<file path="src/rtl/mac_stream_driver.sv">
// Operand sequencer for a downstream MAC: buffers DEPTH signed (w, x) pairs,
// streams them one per cycle after a clear, then returns the accumulated sum.
//
// state   | meaning
// IDLE    | waiting for start, buffer writable
// CLEAR   | one-cycle accumulator clear, first pair fetched
// STREAM  | one pair per cycle with mac_en high
// CAPTURE | accumulator settled, sampled into res_data
// RESULT  | res_valid held until res_ready
module mac_stream_driver #(
    parameter int WIDTH     = 8,
    parameter int DEPTH     = 4,
    parameter int WIDTH_MAC = 2 * WIDTH,
    parameter int AW        = (DEPTH > 1) ? $clog2(DEPTH) : 1
) (
    input  logic                 i_clk,
    input  logic                 i_rst,
    input  logic                 i_load_en,
    input  logic [AW-1:0]        i_load_addr,
    input  logic [WIDTH-1:0]     i_load_w,
    input  logic [WIDTH-1:0]     i_load_x,
    input  logic                 i_start,
    output logic                 o_busy,
    output logic                 o_mac_clr,
    output logic                 o_mac_en,
    output logic [WIDTH-1:0]     o_mac_w,
    output logic [WIDTH-1:0]     o_mac_x,
    input  logic [WIDTH_MAC-1:0] i_mac_acc,
    output logic                 o_res_valid,
    input  logic                 i_res_ready,
    output logic [WIDTH_MAC-1:0] o_res_data
);

    typedef enum logic [2:0] {
        S_IDLE,
        S_CLEAR,
        S_STREAM,
        S_CAPTURE,
        S_RESULT
    } state_t;

    state_t                 r_state;
    logic [AW-1:0]          r_idx;
    logic [WIDTH-1:0]       r_buf_w [DEPTH];
    logic [WIDTH-1:0]       r_buf_x [DEPTH];
    logic                   r_mac_clr;
    logic                   r_mac_en;
    logic [WIDTH-1:0]       r_mac_w;
    logic [WIDTH-1:0]       r_mac_x;
    logic                   r_res_valid;
    logic [WIDTH_MAC-1:0]   r_res_data;

    logic                   w_load_ok;
    logic [AW-1:0]          w_idx_next;
    logic                   w_last;

    assign w_load_ok  = i_load_en && (r_state == S_IDLE) && (32'(i_load_addr) < DEPTH);
    assign w_idx_next = r_idx + 1'b1;
    assign w_last     = (r_idx == AW'(DEPTH - 1));

    assign o_busy      = (r_state != S_IDLE);
    assign o_mac_clr   = r_mac_clr;
    assign o_mac_en    = r_mac_en;
    assign o_mac_w     = r_mac_w;
    assign o_mac_x     = r_mac_x;
    assign o_res_valid = r_res_valid;
    assign o_res_data  = r_res_data;

    always_ff @(posedge i_clk or posedge i_rst) begin
        if (i_rst) begin
            for (int i = 0; i < DEPTH; i++) begin
                r_buf_w[i] <= '0;
                r_buf_x[i] <= '0;
            end
        end else if (w_load_ok) begin
            r_buf_w[i_load_addr] <= i_load_w;
            r_buf_x[i_load_addr] <= i_load_x;
        end
    end

    // Operand registers are loaded one cycle ahead so each STREAM cycle
    // presents entry[r_idx] straight from flops.
    always_ff @(posedge i_clk or posedge i_rst) begin
        if (i_rst) begin
            r_state     <= S_IDLE;
            r_idx       <= '0;
            r_mac_clr   <= 1'b0;
            r_mac_en    <= 1'b0;
            r_mac_w     <= '0;
            r_mac_x     <= '0;
            r_res_valid <= 1'b0;
            r_res_data  <= '0;
        end else begin
            case (r_state)
                S_IDLE: begin
                    if (i_start) begin
                        r_state   <= S_CLEAR;
                        r_mac_clr <= 1'b1;
                    end
                end
                S_CLEAR: begin
                    r_state   <= S_STREAM;
                    r_mac_clr <= 1'b0;
                    r_idx     <= '0;
                    r_mac_en  <= 1'b1;
                    r_mac_w   <= r_buf_w[0];
                    r_mac_x   <= r_buf_x[0];
                end
                S_STREAM: begin
                    if (w_last) begin
                        r_state  <= S_CAPTURE;
                        r_mac_en <= 1'b0;
                        r_mac_w  <= '0;
                        r_mac_x  <= '0;
                    end else begin
                        r_idx   <= w_idx_next;
                        r_mac_w <= r_buf_w[w_idx_next];
                        r_mac_x <= r_buf_x[w_idx_next];
                    end
                end
                S_CAPTURE: begin
                    r_state     <= S_RESULT;
                    r_res_data  <= i_mac_acc;
                    r_res_valid <= 1'b1;
                end
                S_RESULT: begin
                    if (i_res_ready) begin
                        r_state     <= S_IDLE;
                        r_res_valid <= 1'b0;
                        r_idx       <= '0;
                    end
                end
                default: begin
                    r_state <= S_IDLE;
                end
            endcase
        end
    end

endmodule

</file>
<file path="config.mk">
export PLATFORM = sky130hd
export DESIGN_NAME = mac_stream_driver
export DESIGN_NICKNAME = d
export VERILOG_FILES = /design/src/rtl/mac_stream_driver.sv
export SDC_FILE = /design/constraint.sdc
export NUM_CORES = 1
export LEC_CHECK = 0
export ABC_CLOCK_PERIOD_IN_PS = 4800
export CAP_MARGIN = 5
export CORE_UTILIZATION = 55
export CTS_CLUSTER_DIAMETER = 200
export CTS_CLUSTER_SIZE = 14
export DETAILED_ROUTE_END_ITERATION = 10
export PLACE_DENSITY = 0.9
export SKIP_LAST_GASP = 1
export SYNTH_ARGS = -nofsm -noshare
export SYNTH_HDL_FRONTEND = slang
export SYNTH_SLANG_ARGS = --single-unit
</file>
<file path="constraint.sdc">
create_clock -name i_clk -period 4.8 [get_ports i_clk]
set_input_delay 0.48 -clock i_clk [delete_from_list [all_inputs] [get_ports i_clk]]
set_output_delay 0.48 -clock i_clk [all_outputs]
set_load 0.1 [all_outputs]
</file>
==> flow_metrics.tcl, run 1 <==
set metrics [dict create \
    outcome "complete, no violations" \
    postCtsHoldBufs 0 \
    cts_resized 0 \
    end_kind "primary output" \
    maxSlewHeadroom 0.2969 \
    fmax_mhz 350.7 \
    rsz0062_at_grt "no" \
    worstHoldStart "r_buf_w[10]" \
    syn_area_um2 4563 \
    numPortBuffers 74 \
    finalSetupViolCount 0 \
    vias_per_cell 5.770 \
    regArea_um2 2603 \
    cts_tree "done" \
    grt_start_max_net_pins 77 \
    cp_max_fo 13 \
    reg2reg_from "r_idx[0]" \
    dp_hpwl_um 5775 \
    tns_ns 0 \
    wl_per_cell_um 19.38 \
    tightest_slew_ns 1.050 \
    first_pass_iters 4 \
    drc 0 \
    chipWidth_um 93.09 \
    worst_setup_path_start_kind "flip-flop" \
    finalClockSkew_ns 0.007373 \
    ff2ff_setup_slack_ns 2.30 \
    cts_sinks 104 \
    antenna_found_initial 0 \
    num_vias 2660 \
    grtUsageTotal 0.2251 \
    hp-class "reg2reg" \
    routabilityCongestion 0.7136 \
    overflow 0 \
    maxCapViolCount 0 \
    drive_gt1_frac 0.3928 \
    ys_ff_latch 104 \
    syn_to_final_growth_pct 22.32 \
    clk_latency_ns 0.36 \
    maxSlewViolCount 0 \
    nets 394 \
    postCtsSetupBuffers 0 \
    start_util 0.5785 \
    cts_max_level 3 \
    hold_end "r_buf_w[10]" \
    die_area_um2 8665 \
    antenna_cells 0 \
    grt_pass1_vias 2821 \
    core-area_um2 7888 \
    rows 32 \
    synth_nets 323 \
    synth_warnings 0 \
    final_util 0.7076 \
    ys_seq_area_frac 0.5703 \
    avgSynthCellArea_um2 16.12 \
    yosysUniqueCellTypes 31 \
    critPathRequiredTime_ns 4.32 \
    post-route-period-util 0.5941 \
    ant_nets 0 \
    rr_endpoint "o_mac_x[1]" \
    ios 75 \
    clk_pin_slew_ns 0.09 \
    worst_r2r_path_depth 5 \
    synthCells 283 \
    first_iter_violations 98 \
    grt_pass1_wl_um 14520 \
    multi_input_area_um2 1859 \
    clockRootBuffer "clkbuf_8" \
    arrival_ns 2.37 \
    fillers 532 \
    die_h_um 93.09 \
    holdPathStages 1 \
    cts_buffer_depth 2 \
    wl_um 8934 \
    finalHoldViolCount 0 \
    crit_type "reg2out" \
    min_period_ns 2.852 \
    numCtsBuffers 9 \
]
[per-stage QoR]
step | setup slack, ns | cells | instance area, um^2 | hold slack (ns)
5_1_grt | 1.868 | 461 | 5582 | 0.5193
4_1_cts | 1.925 | 461 | 5582 | 0.5109
2_1_floorplan | 1.588 | 283 | 4563 | 0.4738
3_5_place_dp | 2.095 | 445 | 5351 | 0.4878
3_3_place_gp | 2.181 | 445 | 5351 | 0.4816
6_report | 1.948 | 461 | 5582 | 0.5077
[kinds of logic (layout without fill, tap and decap cells)]
group                    after synthesis  in the layout  synth area share
XOR/XNOR                               1              1          0.001920
buffers and inverters                 17             93           0.02221
flip-flops                           104            104            0.5703
multiplexers                         113            113            0.3181
adder cells (fa/ha/maj)                1              1          0.002742
AO/OA/AOI/OAI                         24             24           0.04168
AND/OR/NAND/NOR                       23             23           0.04305
[worst max path at each step]
| stage | cells after the start | to | start | slack [ns] |
|---|---|---|---|---|
| global placement | 4 | r_buf_x[30] | i_load_en | 2.18 |
| finish | 2 | o_busy | r_state[0] | 1.95 |
| global route | 2 | o_busy | r_state[0] | 1.87 |
| CTS | 2 | o_busy | r_state[0] | 1.93 |
| detailed placement | 4 | r_buf_x[29] | i_load_en | 2.09 |
| floorplan | 1 | o_mac_clr | i_rst | 1.59 |
[placed cells by master (no fill, tap or decap)]
cell	netlist	layout
mux2i_1	1	1
o22a_1	1	1
nand2_1	5	5
inv_4	0	1
nand3b_1	1	1
o32ai_1	1	1
or3b_2	2	2
clkinv_4	0	1
clkdlybuf4s50_1	0	74
nor2_2	1	1
nor2_1	3	3
or4b_2	1	1
bufinv_16	0	2
nand3_2	1	1
or3b_1	1	1
clkinv_2	0	2
buf_4	3	2
a22o_1	16	16
nor4b_4	2	2
dfrtp_1	104	104
o21ai_0	1	1
nor3b_4	1	1
or3_1	1	1
a21boi_0	1	1
ha_1	1	1
nor3_1	1	1
nand3b_2	2	2
a21oi_1	4	4
clkbuf_8	0	11
mux2_2	96	96
xnor2_1	1	1
nor2b_1	1	1
mux4_2	16	16
[metal layers]
metal	global-route usage	wire length [um]
met4	0.05769	70
met1	0.2929	3783
met3	0.04146	366
met2	0.3915	4713
met5	0	0
[layout make-up]
class                           instances  share of cell area
Sequential cell                       104              0.4663
Multi-Input combinational cell        162              0.3331
Timing Repair Buffer                   76              0.1354
Clock buffer                           11             0.02712
Tap cell                              102             0.02286
Clock inverter                          5             0.01412
Inverter                                1            0.001121
[flip-flops by register name (all words and copies together) (netlist names)]
| register | cells |
|---|---|
| o_res_valid | 1 |
| r_state | 3 |
| o_mac_clr | 1 |
| o_res_data | 16 |
| o_mac_en | 1 |
| r_buf_w | 32 |
| r_idx | 2 |
| r_buf_x | 32 |
| o_mac_x | 8 |
| o_mac_w | 8 |
[synth_stat cells]
cell | count | area [um^2]
dfrtp_1 | 104 | 2603
mux2_2 | 96 | 1081
a22o_1 | 16 | 140.1
mux4_2 | 16 | 360.4
buf_2 | 9 | 45.04
nand2_1 | 5 | 18.77
a21oi_1 | 4 | 20.02
buf_4 | 3 | 22.52
nor2_1 | 3 | 11.26
buf_6 | 2 | 22.52
clkbuf_1 | 2 | 7.510
nand3b_2 | 2 | 22.52
nor4b_4 | 2 | 47.55
or3b_2 | 2 | 17.52
a21boi_0 | 1 | 7.510
ha_1 | 1 | 12.51
inv_1 | 1 | 3.750
mux2i_1 | 1 | 10.01
nand3_2 | 1 | 10.01
nand3b_1 | 1 | 7.510
nor2_2 | 1 | 6.260
nor2b_1 | 1 | 6.260
nor3_1 | 1 | 5.000
nor3b_4 | 1 | 18.77
o21ai_0 | 1 | 5.000
o22a_1 | 1 | 8.760
o32ai_1 | 1 | 8.760
or3_1 | 1 | 6.260
or3b_1 | 1 | 8.760
or4b_2 | 1 | 10.01
xnor2_1 | 1 | 8.760
[worst max-delay path: stages, from the launching register on]
cell,delay [ns]
dfrtp_1,0.67
or3_1,0.20
clkdlybuf4s50_1,1.13
Power of run 1 is not shown: default switching activity piles up to over one toggle a cycle in this logic, so the estimate is an artifact.
==> inputs of run 2 (changes only) <==
- ABC_CLOCK_PERIOD_IN_PS: 4800 -> 2850
- CORE_UTILIZATION: 55 -> 53
- PLACE_DENSITY: 0.9 -> 0.87
- clock period: 4.8 -> 2.85 ns (I/O delays scaled with it)
==> flow_metrics.tcl, run 2 (synthesized netlist as in run 1, its figures left out) <==
set metrics [dict create \
    die_h_um 94.79 \
    rsz0062_at_grt "no" \
    finalSetupViolCount 0 \
    drc 0 \
    dp_slack_ns 0.6841 \
    regArea_um2 2603 \
    dp_hpwl_um 5789 \
    overflow 0 \
    grtUsageTotal 0.2110 \
    rows 33 \
    nets 400 \
    finalClockSkew_ns 0.01165 \
    clk_pin_slew_ns 0.09 \
    tightest_slew_ns 0.7469 \
    multi_input_area_um2 1859 \
    fin_area_um2 5543 \
    ant_nets 0 \
    wl_um 8699 \
    min_period_ns 2.114 \
    first_iter_violations 132 \
    grt_start_max_net_pins 41 \
    syn_to_final_growth_pct 21.47 \
    crit_type "reg2reg" \
    critPathRequiredTime_ns 3.09 \
    fillers 588 \
    wl_per_cell_um 18.51 \
    cp_slowest_cell "dfrtp_1" \
    grt_pass1_vias 2815 \
    cts_max_level 3 \
    first_pass_iters 4 \
    setup_slack_ns 0.7363 \
    fmax_mhz 473.1 \
    start_util 0.5526 \
    chipWidth_um 94.79 \
    core-area_um2 8258 \
    ios 75 \
    numCtsBuffers 9 \
    die_area_um2 8985 \
    grt_pass1_wl_um 14100 \
    place_area_um2 5336 \
    crit_chain "nor4b_4, nand3_2, mux2_2" \
    cp_max_fo 16 \
    post-route-period-util 0.7416 \
    vias_per_cell 5.813 \
    maxCapViolCount 0 \
    cts_tree "done" \
    num_vias 2732 \
    clk_latency_ns 0.36 \
    cts_sinks 104 \
    worst_setup_path_start_kind "flip-flop" \
    numPortBuffers 74 \
    arrival_ns 2.35 \
    final_common_cell "dfrtp_1" \
    maxSlewHeadroom 0.5010 \
    layout_common_cells "dfrtp_1 (104), mux2_2 (96), buf_4 (42), clkdlybuf4s50_1 (38)" \
    routabilityCongestion 0.6996 \
    antenna_found_initial 0 \
    cts_resized 0 \
    cts_buffer_depth 2 \
    maxSlewViolCount 0 \
    finalHoldViolCount 0 \
    hp-class "in2async" \
    postCtsHoldBufs 0 \
    drive_gt1_frac 0.4986 \
    postCtsSetupBuffers 0 \
    end_kind "flip-flop" \
    tns_ns 0 \
    antenna_cells 0 \
    clockRootBuffer "clkbuf_8" \
    final_util 0.6712 \
    outcome "complete, no violations" \
    slowest_delay_ns 0.57 \
]
run 2: cell count changes in the layout (fill, tap and decap cells not counted), sizes merged:
cell           previous run  this run
clkdlybuf4s50            74        38
clkinvlp                  0         2
clkinv                    3         1
clkbuf                   11        12
buf                       2        44
bufinv                    2         1
run 2: cell type report:
cell class / instances / area share
Timing Repair Buffer: 82 / 0.1327
Multi-Input combinational cell: 162 / 0.3354
Sequential cell: 104 / 0.4695
Inverter: 1 / 0.001354
Tap cell: 105 / 0.02370
Clock inverter: 4 / 0.009255
Clock buffer: 12 / 0.02799
run 2: through the flow:
| stage | cells | hold slack, ns |
|---|---|---|
| CTS | 470 | 0.4150 |
| floorplan | 283 | 0.4355 |
| global route | 470 | 0.4376 |
| finish | 470 | 0.4037 |
| detailed placement | 454 | 0.4897 |
| global placement | 454 | 0.4816 |
run 2: critical path: cells and delay by family (launching register included):
kind	cells	cell delay, ns
simple gates	2	0.97
mux	1	0.44
flops	1	0.57
run 2: worst paths after layout:
check / startpoint / endpoint / slack (ns) / cells past startpoint
setup / recovery: r_state[0] / r_buf_x[3] / 0.74 / 3
hold / removal: i_rst / o_mac_x[5] / 0.40 / 2
setup reg to reg: r_state[0] / r_buf_x[3] / 0.74 / 3
hold reg to reg: r_buf_w[15] / r_buf_w[15] / 0.51 / 1
max in group asynchronous: i_rst / r_buf_x[29] / 1.82 / 3
min in group i_clk: r_buf_w[15] / r_buf_w[15] / 0.51 / 1
run 2: routing by layer:
metal | wire length [um] | track usage
met1 | 3748 | 0.2856
met2 | 4452 | 0.3447
met3 | 375 | 0.04267
met4 | 123 | 0.06692
met5 | 0 | 0
Power of run 2 is left out for the same reason.
